===== src/rtl/ltssm_substate_sequencer.sv =====
// LTSSM substate sequencer: issues substates to the RX/TX LTSSMs,
// collects their finish codes and steps the link towards L0.
module ltssm_substate_sequencer #(
  parameter int unsigned WATCHDOG_CYCLES = 200000,
  parameter int unsigned WD_W            = 18
) (
  input  logic       clk,
  input  logic       reset,
  input  logic       rx_finish,
  input  logic [3:0] rx_exit_to,
  input  logic       tx_finish,
  input  logic [3:0] tx_exit_to,
  input  logic [4:0] lanes_detected,
  input  logic       force_detect,
  input  logic       l0_exit_req,
  output logic [3:0] substate,
  output logic       link_up,
  output logic [4:0] num_lanes,
  output logic [7:0] retrain_count,
  output logic       seq_error
);

  typedef enum logic [1:0] {
    S_ISSUE,
    S_WAIT,
    S_RESOLVE,
    S_L0
  } fsm_e;

  localparam logic [3:0] SUB_DQ  = 4'd0;
  localparam logic [3:0] SUB_DA  = 4'd1;
  localparam logic [3:0] SUB_PA  = 4'd2;
  localparam logic [3:0] SUB_L0  = 4'd10;
  localparam logic [WD_W-1:0] WD_LAST = WD_W'(WATCHDOG_CYCLES - 1);

  fsm_e            fsm_q, fsm_d;
  logic [3:0]      sub_q, sub_d;
  logic            link_q, link_d;
  logic [4:0]      lanes_q, lanes_d;
  logic [7:0]      retr_q, retr_d;
  logic            err_q, err_d;
  logic            rxd_q, rxd_d;
  logic            txd_q, txd_d;
  logic [3:0]      rxc_q, rxc_d;
  logic [3:0]      txc_q, txc_d;
  logic [WD_W-1:0] wd_q, wd_d;

  logic rx_seen;
  logic tx_seen;
  logic forced;

  assign rx_seen = rxd_q | rx_finish;
  assign tx_seen = txd_q | tx_finish;
  assign forced  = force_detect && (fsm_q != S_ISSUE) && (sub_q != SUB_DQ);

  // State and datapath registers
  always_ff @(posedge clk or negedge reset) begin
    if (!reset) begin
      fsm_q   <= S_ISSUE;
      sub_q   <= SUB_DQ;
      link_q  <= 1'b0;
      lanes_q <= '0;
      retr_q  <= '0;
      err_q   <= 1'b0;
      rxd_q   <= 1'b0;
      txd_q   <= 1'b0;
      rxc_q   <= '0;
      txc_q   <= '0;
      wd_q    <= '0;
    end else begin
      fsm_q   <= fsm_d;
      sub_q   <= sub_d;
      link_q  <= link_d;
      lanes_q <= lanes_d;
      retr_q  <= retr_d;
      err_q   <= err_d;
      rxd_q   <= rxd_d;
      txd_q   <= txd_d;
      rxc_q   <= rxc_d;
      txc_q   <= txc_d;
      wd_q    <= wd_d;
    end
  end

  // Next FSM state, next substate, error pulse and lane latch
  always_comb begin
    fsm_d   = fsm_q;
    sub_d   = sub_q;
    err_d   = 1'b0;
    lanes_d = lanes_q;
    unique case (fsm_q)
      S_ISSUE: begin
        fsm_d = (sub_q == SUB_L0) ? S_L0 : S_WAIT;
      end
      S_WAIT: begin
        if (rx_seen && tx_seen) begin
          fsm_d = S_RESOLVE;
        end else if (wd_q == WD_LAST) begin
          fsm_d = S_ISSUE;
          sub_d = SUB_DQ;
          err_d = 1'b1;
        end
      end
      S_RESOLVE: begin
        fsm_d = S_ISSUE;
        if (sub_q == SUB_DQ) begin
          sub_d = SUB_DA;
        end else if (rxc_q == SUB_DQ || txc_q == SUB_DQ) begin
          sub_d = SUB_DQ;
        end else if (rxc_q != txc_q ||
                     rxc_q != sub_q + 4'd1 ||
                     rxc_q > SUB_L0) begin
          sub_d = SUB_DQ;
          err_d = 1'b1;
        end else begin
          sub_d = rxc_q;
          if (sub_q == SUB_DA && rxc_q == SUB_PA) begin
            lanes_d = lanes_detected;
          end
        end
      end
      S_L0: begin
        if (l0_exit_req) begin
          fsm_d = S_ISSUE;
          sub_d = SUB_DQ;
        end
      end
      default: begin
        fsm_d = S_ISSUE;
      end
    endcase
    if (forced) begin
      fsm_d   = S_ISSUE;
      sub_d   = SUB_DQ;
      err_d   = 1'b0;
      lanes_d = lanes_q;
    end
  end

  // Finish flags, exit codes, watchdog and retrain counter
  always_comb begin
    rxd_d  = rxd_q;
    txd_d  = txd_q;
    rxc_d  = rxc_q;
    txc_d  = txc_q;
    wd_d   = wd_q;
    retr_d = retr_q;
    if (fsm_q == S_ISSUE) begin
      rxd_d = 1'b0;
      txd_d = 1'b0;
      wd_d  = '0;
    end else if (fsm_q == S_WAIT) begin
      wd_d = wd_q + 1'b1;
      if (rx_finish && !rxd_q) begin
        rxd_d = 1'b1;
        rxc_d = rx_exit_to;
      end
      if (tx_finish && !txd_q) begin
        txd_d = 1'b1;
        txc_d = tx_exit_to;
      end
    end
    if (fsm_d == S_ISSUE && fsm_q != S_ISSUE) begin
      rxd_d = 1'b0;
      txd_d = 1'b0;
    end
    if (sub_q != SUB_DQ && sub_d == SUB_DQ && retr_q != 8'hFF) begin
      retr_d = retr_q + 8'd1;
    end
  end

  // Link-up tracks the substate being loaded
  always_comb begin
    link_d = (sub_d == SUB_L0);
  end

  assign substate      = sub_q;
  assign link_up       = link_q;
  assign num_lanes     = lanes_q;
  assign retrain_count = retr_q;
  assign seq_error     = err_q;

endmodule


===== config.mk =====
export PLATFORM = sky130hd
export DESIGN_NAME = ltssm_substate_sequencer
export DESIGN_NICKNAME = d
export VERILOG_FILES = /design/src/rtl/ltssm_substate_sequencer.sv
export SDC_FILE = /design/constraint.sdc
export NUM_CORES = 1
export LEC_CHECK = 0
export BUFFER_PORTS_ARGS = -buffer_cell sky130_fd_sc_hd__buf_2
export CAP_MARGIN = 30
export CORE_MARGIN = 2
export CORE_UTILIZATION = 52
export DETAILED_ROUTE_END_ITERATION = 6
export PLACE_DENSITY = 0.81
export SETUP_SLACK_MARGIN = 0.5
export SYNTH_ARGS = -nofsm -noshare
export SYNTH_HDL_FRONTEND = slang
export SYNTH_SLANG_ARGS = --single-unit

===== constraint.sdc =====
create_clock -name clk -period 2.37 [get_ports clk]
set_input_delay 0.1185 -clock clk [delete_from_list [all_inputs] [get_ports clk]]
set_output_delay 0.1185 -clock clk [all_outputs]
set_load 0.1 [all_outputs]

==> results of run 1 <==
[cell type report]
type	count	area [um^2]	area share
multi-input cells	184	1650	0.445
well taps	70	87.6	0.0237
inverters	7	33.8	0.00913
flip-flops and latches	49	1240	0.334
clock inverters	3	25.0	0.00676
clock buffers	5	68.8	0.0186
repair buffers	88	604	0.163
[placed cells by master (no fill, tap or decap), types with 4 or more instances in the layout]
| cell type | count |
|---|---|
| mux2_2 | 8 |
| clkbuf_8 | 5 |
| buf_6 | 7 |
| mux2_1 | 5 |
| buf_4 | 42 |
| nand2_1 | 14 |
| nand3_1 | 9 |
| nor2_1 | 21 |
| dfrtp_1 | 45 |
| nor4_4 | 4 |
| ha_1 | 7 |
| xnor2_1 | 7 |
| a21oi_1 | 11 |
| nor3_2 | 4 |
| buf_2 | 37 |
| xor2_1 | 16 |
| and3_1 | 7 |
| o21ai_0 | 5 |
[cells by family after synthesis]
logic type	count (synthesis)	share of synthesized area
flip-flops	49	0.446
AND/OR/NAND/NOR	98	0.227
buffers and inverters	15	0.0278
adder cells (fa/ha/maj)	11	0.0501
AO/OA/AOI/OAI	35	0.107
multiplexers	16	0.0652
XOR/XNOR	24	0.0765
[metal layers]
| metal | wire length, um | GRT usage | vias to the layer above |
|---|---|---|---|
| li1 | - | - | 1067 |
| met3 | 254 | 0.0471 | 24 |
| met5 | 0 | 0 | - |
| met2 | 3760 | 0.432 | 56 |
| met1 | 2750 | 0.277 | 1127 |
| met4 | 219 | 0.105 | 0 |
[stage by stage]
stage	utilization	power, mW
after floorplan	-	2.48
after global placement	0.650	3.02
after detailed placement	0.650	3.07
after CTS	0.702	3.77
after global routing	0.725	4.06
final	0.725	3.85
[how the worst min path moves through the flow]
stage	end	slack, ns	cells after the start
2_1_floorplan	fsm_q[0]$_DFF_PN0_	-0.18	0
3_3_place_gp	wd_q[1]$_DFFE_PN0P_	0.15	1
3_5_place_dp	wd_q[3]$_DFFE_PN0P_	0.15	1
4_1_cts	num_lanes[3]$_DFFE_PN0P_	0.01	2
5_1_grt	num_lanes[2]$_DFFE_PN0P_	0.01	2
6_report	num_lanes[3]$_DFFE_PN0P_	0.02	2
[report_power, final]
part / internal [mW] / leakage, nW / total [mW] / switching (mW)
logic: 0.911 / 1.00 / 2.15 / 1.24
registers: 1.01 / 0.648 / 1.18 / 0.179
clock network: 0.215 / 0.0452 / 0.515 / 0.300
total: 2.13 / 1.70 / 3.85 / 1.72
[state kept, by name (all words and copies together), names as in the netlist]
register,count
rxd_q,1
link_up,1
rxc_q,4
wd_q,18
txd_q,1
seq_error,1
retrain_count,8
fsm_q,2
txc_q,4
substate,4
num_lanes,5
[what timing repair did]
item	in CTS	in global routing
pin swaps	11	8
cloned	0	0
hold buffers	1	0
setup endpoints to repair	28	29
resized for setup	19	16
setup buffers	8	6
endpoints found under the hold margin	25	0
==> Flow_metrics.wiki, run 1 <==
{| class="wikitable"
! Metric !! Value
|-
| Type of the worst setup path || flip-flop to flip-flop
|-
| Placed inst area || 3320 um^2
|-
| H-tree level count || 2
|-
| Failing checks || setup timing
|-
| Die Y || 76.7 um
|-
| Final estimated routing congestion in global placement || 0.897
|-
| Required @ worst endpoint || 2.62 ns
|-
| Standard cell with the maximum stage delay on the critical path || dfrtp_4
|-
| Worst reg2reg endpoint || retrain_count[5]$_DFFE_PN0P_
|-
| DRT Wirelength || 6980 um
|-
| Synthesized net count || 278
|-
| Number of register bits inferred by synthesis || 49
|-
| Worst Hold Class || input port to flip-flop
|-
| I/O pin cnt || 38
|-
| Depth of the most critical reg-to-reg path || 10
|-
| Worst setup endpoint || retrain_count[5]$_DFFE_PN0P_
|-
| Status || finished with violations
|-
| Remaining antenna violation count after routing || 0
|-
| Sequential share of the synthesized area || 0.446
|-
| GRT Util Overall || 0.241
|-
| Vias post-DR || 2274
|-
| Post-route minimum period || 2.52 ns
|-
| Fillers || 361
|-
| Final hold violation count || 0
|-
| Die width || 76.7 um
|-
| Wire length of the first global-routing pass || 11100 um
|-
| Arrival @ worst endpoint || 2.77 ns
|-
| R2R setup slack || -0.15 ns
|-
| Max-slew violation count || 0
|-
| Slew margin rel. || 0.608
|-
| Filler-free cell count of the finished design || 406
|-
| Half-perimeter wire length of the detailed placement result || 4710 um
|-
| Cell type with the highest aggregate area in the netlist || dfrtp_1
|-
| Most used DFF post-synth || dfrtp_1
|-
| Final setup violation count || 8
|-
| Floorplan die area || 5880 um^2
|-
| Reported max-cap violation count || 0
|-
| Post-synthesis cell type count || 61
|-
| Post-synth ARST share || 1.00
|-
| Cell types with the largest area share after synthesis || dfrtp_1 (45%), xor2_1 (5.1%), ha_1 (5.0%), mux2_2 (3.3%), nor2_1 (3.0%)
|-
| Synth top area share || 0.446
|-
| Post-synthesis instance area || 2750 um^2
|-
| Worst setup EP type || flip-flop
|-
| Worst Skew || 0.00841 ns
|-
| Number of diodes || 0
|-
| Clk root buf || clkbuf_8
|-
| Grt ovf || 0
|-
| Worst setup margin || -0.155 ns
|-
| Number of rows in the core area || 26
|-
| Critical hold path startpoint || lanes_detected[3]
|-
| Bufs and invs on worst path || 2
|-
| Crit path launch type || flip-flop
|-
| Number of nets in the finished design || 365
|-
| Count of input and output buffers || 37
|-
| Unrepaired setup endpoints after global routing || true
|-
| Placeable Area || 5110 um^2
|-
| Count of yosys warnings during synthesis || 0
|-
| Pwr Density || 1040 nW/um^2
|-
| CP peak stage delay || 0.51 ns
|-
| Start of the worst register-to-register path || substate[0]$_DFF_PN0_
|-
| Post-route DRC || 0
|-
| Crit-path cells || inv_4 > ha_4 > or3b_4 > and3_4 > and3_4 > a22oi_2 > o21ai_4 > buf_6 > nor4_4 > xor2_1
|-
| Post-detailed-route via-to-cell ratio || 5.60
|-
| Post-route cell area || 3700 um^2
|-
| Vias in the first global route || 2353
|-
| Post-place setup slack || -0.200 ns
|-
| Number of antenna violations at the first check in global routing || 0
|-
| Number of synthesized flops with an enable pin || 0
|-
| Worst hold slack || 0.0170 ns
|-
| First-pass iteration count of the detailed router || 4
|-
| Most numerous cell on the critical path || and3_4
|-
| Timing-limited maximum frequency || 396 MHz
|-
| Count of routing violations after the opening detailed-route iteration || 118
|-
| Most frequent cells after synthesis || dfrtp_1 (49), nor2_1 (22), xor2_1 (16), nand2_1 (14), a21oi_1 (12)
|-
| Maximum fanout along the worst path || 6
|-
| Worst path depth || 10
|-
| Relative area change from synthesis to final layout || 34.8%
|-
| Mean area per synthesized cell || 11.1 um^2
|-
| IR drop worst, VDD || 0.599 mV
|-
| TritonCTS clock tree || done
|-
| Slew of the pin with the lowest slew margin || 0.588 ns
|-
| Skew-Pair Late Insertion Delay || 0.31 ns
|-
| Total CTS buffers || 5
|-
| Clock-pin slew on the worst setup and hold paths || 0.10 ns
|-
| Maximum number of pins on one net before global-route repair || 27
|-
| Cell family with most CP delay || simple AND/OR/NAND/NOR gates
|-
| Leakage || 1.70 nW
|-
| Most frequently used cell type in the post-synthesis netlist || dfrtp_1
|-
| Number of sinks driven by the clock tree || 49
|-
| Mean routed wirelength per cell || 17.2 um
|-
| Buffer levels on the longest clock path || 2
|-
| Tcrit/Tclk final || 1.07
|-
| Starting utilization of the core area || 0.538
|-
| Worst setup path start || substate[0]$_DFF_PN0_
|-
| Cell count after synthesis || 248
|-
| Total Neg Setup Slack || -0.908 ns
|-
| Fraction of final layout cells sized beyond drive strength 1 || 0.464
|-
| Number of cells in the design after placement || 383
|}
(Power assumes the default switching activity.)
==> inputs of run 2 (changes only) <==
- ABC_AREA: not set -> 1
==> run 2 against run 1 <==
Against the previous run:
- the flow now finishes without violations
- die area up 3.0%
- synthesized area up 3.1%
- core utilization fell by 4.0 points
- register-to-register slack better by 0.43 ns
- sequential share of layout area grew 1.7 points
- flip-flop and latch count did not move
- critical path depth rose by 5
- via count increased by 19%
- largest cell class unchanged
- highest routed layer unchanged
==> Flow_metrics.wiki, run 2 <==
{| class="wikitable"
! Metric !! Value
|-
| Register with the most flip-flops || wd_q (unchanged)
|-
| Power, Total || 4.10 mW (was 3.85 mW)
|-
| Worst Hold Class || input port to flip-flop (unchanged)
|-
| CP peak stage delay || 0.53 ns (was 0.51 ns)
|-
| Relative area change from synthesis to final layout || 25.0% (was 34.8%)
|-
| Required @ worst endpoint || 2.62 ns (about the same)
|-
| Most used DFF post-synth || dfrtp_1 (unchanged)
|-
| TritonCTS clock tree || done (unchanged)
|-
| Remaining antenna violation count after routing || 0 (unchanged)
|-
| Cell family with most CP delay || simple AND/OR/NAND/NOR gates (unchanged)
|-
| Half-perimeter wire length of the detailed placement result || 4470 um (was 4710 um)
|-
| Slew of the pin with the lowest slew margin || 0.726 ns (was 0.588 ns)
|-
| Vias in the first global route || 2472 (was 2353)
|-
| H-tree level count || 2 (unchanged)
|-
| Number of antenna violations at the first check in global routing || 0 (unchanged)
|-
| Worst setup margin || 0.278 ns (was -0.155 ns)
|-
| Unrepaired setup endpoints after global routing || true (unchanged)
|-
| IR drop worst, VDD || 1.35 mV (was 0.599 mV)
|-
| Floorplan die area || 6050 um^2 (was 5880 um^2)
|-
| Reported max-cap violation count || 0 (unchanged)
|-
| Count of input and output buffers || 37 (unchanged)
|-
| Grt ovf || 0 (unchanged)
|-
| Commonest cells after routing, fill and taps aside || nand2_1 (80), dfrtp_1 (41), buf_2 (37) (was dfrtp_1 (45), buf_4 (42), buf_2 (37))
|-
| Arrival @ worst endpoint || 2.34 ns (was 2.77 ns)
|-
| Post-synthesis instance area || 2830 um^2 (was 2750 um^2)
|-
| Post-synth ARST share || 1.00 (unchanged)
|-
| Post-synthesis cell type count || 35 (was 61)
|-
| Clock-pin slew on the worst setup and hold paths || 0.10 ns (about the same)
|-
| Cell types with the largest area share after synthesis || dfrtp_1 (43%), nand2_1 (12%), a21oi_1 (4.9%), nor2_1 (4.9%), ha_1 (4.9%) (was dfrtp_1 (45%), xor2_1 (5.1%), ha_1 (5.0%), mux2_2 (3.3%), nor2_1 (3.0%))
|-
| Standard cell with the maximum stage delay on the critical path || dfrtp_4 (unchanged)
|-
| Pwr Density || 1160 nW/um^2 (was 1040 nW/um^2)
|-
| Crit path launch type || flip-flop (unchanged)
|-
| Mean area per synthesized cell || 7.91 um^2 (was 11.1 um^2)
|-
| Fraction of final layout cells sized beyond drive strength 1 || 0.322 (was 0.464)
|-
| Cell count after synthesis || 358 (was 248)
|-
| Timing-limited maximum frequency || 478 MHz (was 396 MHz)
|-
| Final setup violation count || 0 (was 8)
|-
| Bufs and invs on worst path || 1 (was 2)
|-
| Status || finished clean (was finished with violations)
|-
| Most frequent cells after synthesis || nand2_1 (89), dfrtp_1 (49), nor2_1 (37), inv_1 (36), a21oi_1 (28) (was dfrtp_1 (49), nor2_1 (22), xor2_1 (16), nand2_1 (14), a21oi_1 (12))
|-
| Buffer levels on the longest clock path || 2 (unchanged)
|-
| Wire length of the first global-routing pass || 11000 um (was 11100 um)
|-
| Number of sinks driven by the clock tree || 49 (unchanged)
|-
| Total CTS buffers || 5 (unchanged)
|-
| Placeable Area || 5170 um^2 (was 5110 um^2)
|-
| Number of synthesized flops with an enable pin || 0 (unchanged)
|-
| Post-place setup slack || 0.255 ns (was -0.200 ns)
|-
| Mean routed wirelength per cell || 13.6 um (was 17.2 um)
|-
| Total Neg Setup Slack || 0 ns (was -0.908 ns)
|-
| Max-slew violation count || 0 (unchanged)
|-
| Most frequently used cell type in the post-synthesis netlist || nand2_1 (was dfrtp_1)
|-
| Cell type with the highest aggregate area in the netlist || dfrtp_1 (unchanged)
|-
| Leakage || 1.85 nW (was 1.70 nW)
|-
| Worst Skew || 0.0165 ns (was 0.00841 ns)
|-
| Clk root buf || clkbuf_8 (unchanged)
|-
| GRT Util Overall || 0.224 (was 0.241)
|-
| Final estimated routing congestion in global placement || 0.862 (was 0.897)
|-
| Number of rows in the core area || 26 (unchanged)
|-
| Tcrit/Tclk final || 0.883 (was 1.07)
|-
| Vias post-DR || 2704 (was 2274)
|-
| DRT Wirelength || 6710 um (was 6980 um)
|-
| Count of yosys warnings during synthesis || 0 (unchanged)
|-
| Flip-flop count of the largest register after layout || 18 (unchanged)
|-
| Crit-path cells || inv_4 > ha_4 > nand2_2 > nand2_1 > nor2_1 > nand2_1 > nor2_4 > nand2_2 > o21ai_2 > nand2_1 > nand2_2 > nand2_4 > nand3_4 > nand2_1 > nand2_1 (was inv_4 > ha_4 > or3b_4 > and3_4 > and3_4 > a22oi_2 > o21ai_4 > buf_6 > nor4_4 > xor2_1)
|-
| Synthesized net count || 388 (was 278)
|-
| Maximum fanout along the worst path || 8 (was 6)
|-
| Maximum number of pins on one net before global-route repair || 34 (was 27)
|-
| Number of register bits inferred by synthesis || 49 (unchanged)
|-
| Starting utilization of the core area || 0.548 (was 0.538)
|-
| Count of routing violations after the opening detailed-route iteration || 245 (was 118)
|-
| Die width || 77.8 um (was 76.7 um)
|-
| Number of diodes || 0 (unchanged)
|-
| Number of nets in the finished design || 452 (was 365)
|-
| First-pass iteration count of the detailed router || 5 (was 4)
|-
| Die Y || 77.8 um (was 76.7 um)
|-
| Most numerous cell on the critical path || nand2_1 (was and3_4)
|-
| Post-route DRC || 0 (unchanged)
|-
| Synth top area share || 0.433 (was 0.446)
|-
| Post-route minimum period || 2.09 ns (was 2.52 ns)
|-
| Most common cell after layout, fill and taps aside || nand2_1 (was dfrtp_1)
|-
| I/O pin cnt || 38 (unchanged)
|-
| Type of the worst setup path || flip-flop to flip-flop (unchanged)
|-
| Final hold violation count || 0 (unchanged)
|-
| Skew-Pair Late Insertion Delay || 0.31 ns (about the same)
|-
| Sequential share of the synthesized area || 0.433 (was 0.446)
|-
| Slew margin rel. || 0.516 (was 0.608)
|-
| Post-detailed-route via-to-cell ratio || 5.48 (was 5.60)
|-
| Worst setup EP type || flip-flop (unchanged)
|}
run 2: cell types whose count changed in the layout (fill, tap and decap cells not counted), moves of 7 or more:
cell     change
inv_1       +29
xor2_1      -11
buf_4       -21
nand2_2     +19
a21oi_1     +16
and3_1       -7
nor2_1      +12
nand4_1     +14
nand2_1     +66
run 2: layer usage:
layer	global-route usage	wire, um
met3	0.0430	329
met2	0.359	3230
met5	0	0
met1	0.300	2990
met4	0.0857	161
run 2: where the power goes:
part	internal [mW]	switching [mW]	leakage, nW	total, mW
Combinational	0.704	1.64	1.16	2.35
Sequential	1.03	0.198	0.635	1.22
Clock	0.240	0.285	0.0478	0.526
Total	1.97	2.13	1.85	4.10
run 2: per-stage QoR:
step	hold WS (ns)	std cells	area, um^2	utilization
3_5_place_dp	0.217	466	3170	0.613
2_1_floorplan	-0.177	358	2880	-
4_1_cts	0.0403	487	3390	0.656
6_report	0.0455	493	3540	0.684
5_1_grt	0.0329	493	3540	0.684
3_3_place_gp	0.220	466	3170	0.613
run 2: worst paths after layout:
| kind | cells past startpoint | endpoint | startpoint | slack (ns) |
|---|---|---|---|---|
| max | 15 | retrain_count[0]$_DFFE_PN0P_ | substate[0]$_DFF_PN0_ | 0.28 |
| min | 2 | num_lanes[2]$_DFFE_PN0P_ | lanes_detected[2] | 0.05 |
| max reg2reg | 15 | retrain_count[0]$_DFFE_PN0P_ | substate[0]$_DFF_PN0_ | 0.28 |
| min reg2reg | 1 | wd_q[3]$_DFFE_PN0P_ | wd_q[3]$_DFFE_PN0P_ | 0.50 |
| max in group asynchronous | 3 | wd_q[5]$_DFFE_PN0P_ | reset | 1.27 |
| min in group asynchronous | 2 | fsm_q[1]$_DFF_PN0_ | reset | 0.39 |
run 2: what timing repair did:
action	4_1_cts	5_1_grt
pin swaps	6	17
hold endpoints to repair	32	0
buffers inserted	11	6
endpoints found under the setup margin	26	24
gates resized for setup	8	28
cloned	1	0
hold buffers	1	0
run 2: cells by family (layout without fill, tap and decap cells):
logic type      count (synthesis)  after routing  share of synthesized area
simple gates                  193            194                      0.326
xor+xnor                        6              6                     0.0186
fa+ha+maj                      11             11                     0.0486
mux                             5              5                     0.0199
compound gates                 49             49                     0.0936
flops                          49             49                      0.433
buf+inv                        45            109                     0.0610
run 2: cell type report:
cell class,instances,area (um^2)
Multi-Input combinational cell,265,1590
Inverter,41,163
Clock buffer,6,82.6
Clock inverter,2,16.3
Tap cell,70,87.6
Timing Repair Buffer,60,364
Fill cell,379,1630
Sequential cell,49,1240
==> inputs of run 3 (changes only) <==
- BUFFER_PORTS_ARGS: -buffer_cell sky130_fd_sc_hd__buf_2 -> -buffer_cell sky130_fd_sc_hd__clkbuf_2
- CAP_MARGIN: 30 -> not set
- CTS_BUF_LIST: not set -> sky130_fd_sc_hd__clkbuf_16
==> run 3 against run 2 <==
Against the previous run:
- global-route usage is 2.7 points higher
- sequential share of layout area is 1.9 points lower
- critical path type unchanged
- flip-flop and latch count unchanged
- combinational power is 20% higher
- die area stayed put
- design area is 5.7% higher
- non-clock buffer count increased by 6
- critical path depth stayed put
- register-to-register slack lost 0.05 ns
==> Flow_metrics.wiki, run 3 (same netlist as run 2, synthesis figures left out) <==
{| class="wikitable"
! Metric !! Value
|-
| Status || finished clean (unchanged)
|-
| Number of nets in the finished design || 459 (was 452)
|-
| DRT Wirelength || 8340 um (was 6710 um)
|-
| Slew margin rel. || 0.427 (was 0.516)
|-
| Arrival @ worst endpoint || 2.36 ns (was 2.34 ns)
|-
| Mean routed wirelength per cell || 16.7 um (was 13.6 um)
|-
| Maximum number of pins on one net before global-route repair || 34 (unchanged)
|-
| R2R setup slack || 0.23 ns (was 0.28 ns)
|-
| Relative area change from synthesis to final layout || 32.1% (was 25.0%)
|-
| Total CTS buffers || 5 (unchanged)
|-
| IR drop worst, VDD || 1.05 mV (was 1.35 mV)
|-
| Half-perimeter wire length of the detailed placement result || 4600 um (was 4470 um)
|-
| Register with the most flip-flops || wd_q (unchanged)
|-
| First-pass iteration count of the detailed router || 6 (was 5)
|-
| Final setup violation count || 0 (unchanged)
|-
| Hold Path Cell Cnt || 2 (unchanged)
|-
| Flip-flop count of the largest register after layout || 18 (unchanged)
|-
| Worst setup EP type || flip-flop (unchanged)
|-
| Final hold violation count || 0 (unchanged)
|-
| Number of rows in the core area || 26 (unchanged)
|-
| Clk root buf || clkbuf_16 (was clkbuf_8)
|-
| Unrepaired setup endpoints after global routing || true (unchanged)
|-
| Post-place setup slack || 0.220 ns (was 0.255 ns)
|-
| Post-route DRC || 0 (unchanged)
|-
| Type of the worst setup path || flip-flop to flip-flop (unchanged)
|-
| Area taken by flip-flops and latches || 1240 um^2 (about the same)
|-
| Count of routing violations after the opening detailed-route iteration || 362 (was 245)
|-
| Tcrit/Tclk final || 0.902 (was 0.883)
|-
| Buffer levels on the longest clock path || 2 (unchanged)
|-
| Vias post-DR || 2914 (was 2704)
|-
| Crit path launch type || flip-flop (unchanged)
|-
| Number of cells in the design after placement || 465 (was 466)
|-
| Fraction of final layout cells sized beyond drive strength 1 || 0.360 (was 0.322)
|-
| Die width || 77.8 um (unchanged)
|-
| Clock-pin slew on the worst setup and hold paths || 0.06 ns (was 0.10 ns)
|-
| Area of the multi-input gates || 1650 um^2 (was 1590 um^2)
|-
| Max-slew violation count || 0 (unchanged)
|-
| Power, Total || 4.87 mW (was 4.10 mW)
|-
| Starting utilization of the core area || 0.548 (unchanged)
|-
| Maximum fanout along the worst path || 8 (unchanged)
|-
| Commonest cells after routing, fill and taps aside || nand2_1 (77), dfrtp_1 (42), clkbuf_2 (37) (was nand2_1 (80), dfrtp_1 (41), buf_2 (37))
|-
| Final estimated routing congestion in global placement || 0.844 (was 0.862)
|-
| TritonCTS clock tree || done (unchanged)
|-
| Depth of the most critical reg-to-reg path || 15 (unchanged)
|-
| Number of sinks driven by the clock tree || 49 (unchanged)
|-
| Final design utilization || 0.724 (was 0.684)
|-
| Placeable Area || 5170 um^2 (unchanged)
|-
| Worst Hold Class || input port to flip-flop (unchanged)
|-
| Worst Skew || 0.00774 ns (was 0.0165 ns)
|-
| Required @ worst endpoint || 2.59 ns (was 2.62 ns)
|-
| Wire length of the first global-routing pass || 12300 um (was 11000 um)
|-
| Die Y || 77.8 um (unchanged)
|-
| H-tree level count || 2 (unchanged)
|-
| Vias in the first global route || 2703 (was 2472)
|-
| Most common cell after layout, fill and taps aside || nand2_1 (unchanged)
|-
| Timing-limited maximum frequency || 468 MHz (was 478 MHz)
|-
| Filler-free cell count of the finished design || 500 (was 493)
|-
| Count of input and output buffers || 37 (unchanged)
|-
| Post-route minimum period || 2.14 ns (was 2.09 ns)
|-
| GRT Util Overall || 0.251 (was 0.224)
|-
| I/O pin cnt || 38 (unchanged)
|-
| Slew of the pin with the lowest slew margin || 0.859 ns (was 0.726 ns)
|-
| Leakage || 1.92 nW (was 1.85 nW)
|-
| Number of diodes || 0 (unchanged)
|-
| Post-detailed-route via-to-cell ratio || 5.83 (was 5.48)
|-
| Remaining antenna violation count after routing || 0 (unchanged)
|-
| Grt ovf || 0 (unchanged)
|-
| Fillers || 330 (was 379)
|-
| Reported max-cap violation count || 0 (unchanged)
|-
| Number of antenna violations at the first check in global routing || 0 (unchanged)
|-
| Total Neg Setup Slack || 0 ns (unchanged)
|-
| Floorplan die area || 6050 um^2 (unchanged)
|-
| Pwr Density || 1300 nW/um^2 (was 1160 nW/um^2)
|-
| Worst setup margin || 0.231 ns (was 0.278 ns)
|-
| Skew-Pair Late Insertion Delay || 0.29 ns (was 0.31 ns)
|}
[run 3: cell types whose count changed in the layout (fill, tap and decap cells not counted), moves of 4 or more]
cell,before,now
buf_2,37,0
clkbuf_2,0,37
clkbuf_8,6,0
inv_2,6,12
nor2_2,2,8
clkbuf_16,0,5
inv_1,32,28
nand2_4,2,6
[run 3: report_power, final]
| part | leakage (nW) | internal (mW) | switching [mW] |
|---|---|---|---|
| clock network | 0.0826 | 0.491 | 0.307 |
| registers | 0.636 | 1.02 | 0.214 |
| logic | 1.21 | 0.930 | 1.90 |
[run 3: worst paths after layout]
check / startpoint / to
setup / recovery: substate[1]$_DFF_PN0_ / retrain_count[2]$_DFFE_PN0P_
hold / removal: lanes_detected[0] / num_lanes[0]$_DFFE_PN0P_
setup reg to reg: substate[1]$_DFF_PN0_ / retrain_count[2]$_DFFE_PN0P_
hold reg to reg: wd_q[3]$_DFFE_PN0P_ / wd_q[3]$_DFFE_PN0P_
max in group asynchronous: reset / wd_q[8]$_DFFE_PN0P_
min in group asynchronous: reset / txc_q[0]$_DFFE_PN0P_
[run 3: repair_timing]
item | in CTS | in global routing
buffers inserted | 16 | 8
gates cloned | 1 | 1
endpoints found under the hold margin | 32 | 0
resized for setup | 15 | 45
hold buffers | 1 | 0
setup endpoints to repair | 27 | 27
pin swaps | 8 | 33
[run 3: cell type report]
class	instances	area share
multi-input cells	266	0.441
flip-flops and latches	49	0.331
repair buffers	66	0.118
inverters	41	0.0431
clock buffers	5	0.0334
well taps	70	0.0234
clock inverters	3	0.0100
[run 3: per-stage QoR]
step,hold slack (ns),cell area [um^2]
detailed placement,0.256,3160
finish,0.0675,3740
floorplan,-0.177,2880
CTS,0.0670,3520
global placement,0.242,3160
global route,0.0624,3740
[run 3: per-layer routing]
metal  vias to the layer above  global-route usage  part of all wire
li1                       1320                   -                 -
met3                        53              0.0512             0.079
met2                       199               0.417              0.49
met1                      1342               0.322              0.39
met5                         -                   0                 0
met4                         0              0.0911             0.044
[run 3: critical path, cell delays in order (launching register included)]
cell and delay, ns:
dfrtp_4 0.52, inv_6 0.08, ha_4 0.20, nand2_1 0.06
nand2_1 0.05, nor2_1 0.09, nand2_1 0.11, nor2_4 0.17
nand4_1 0.17, nand2_2 0.13, nand2_2 0.08, nand2_4 0.12
nor2_8 0.05, nand3_4 0.13, nand2_1 0.07, nand2_1 0.05
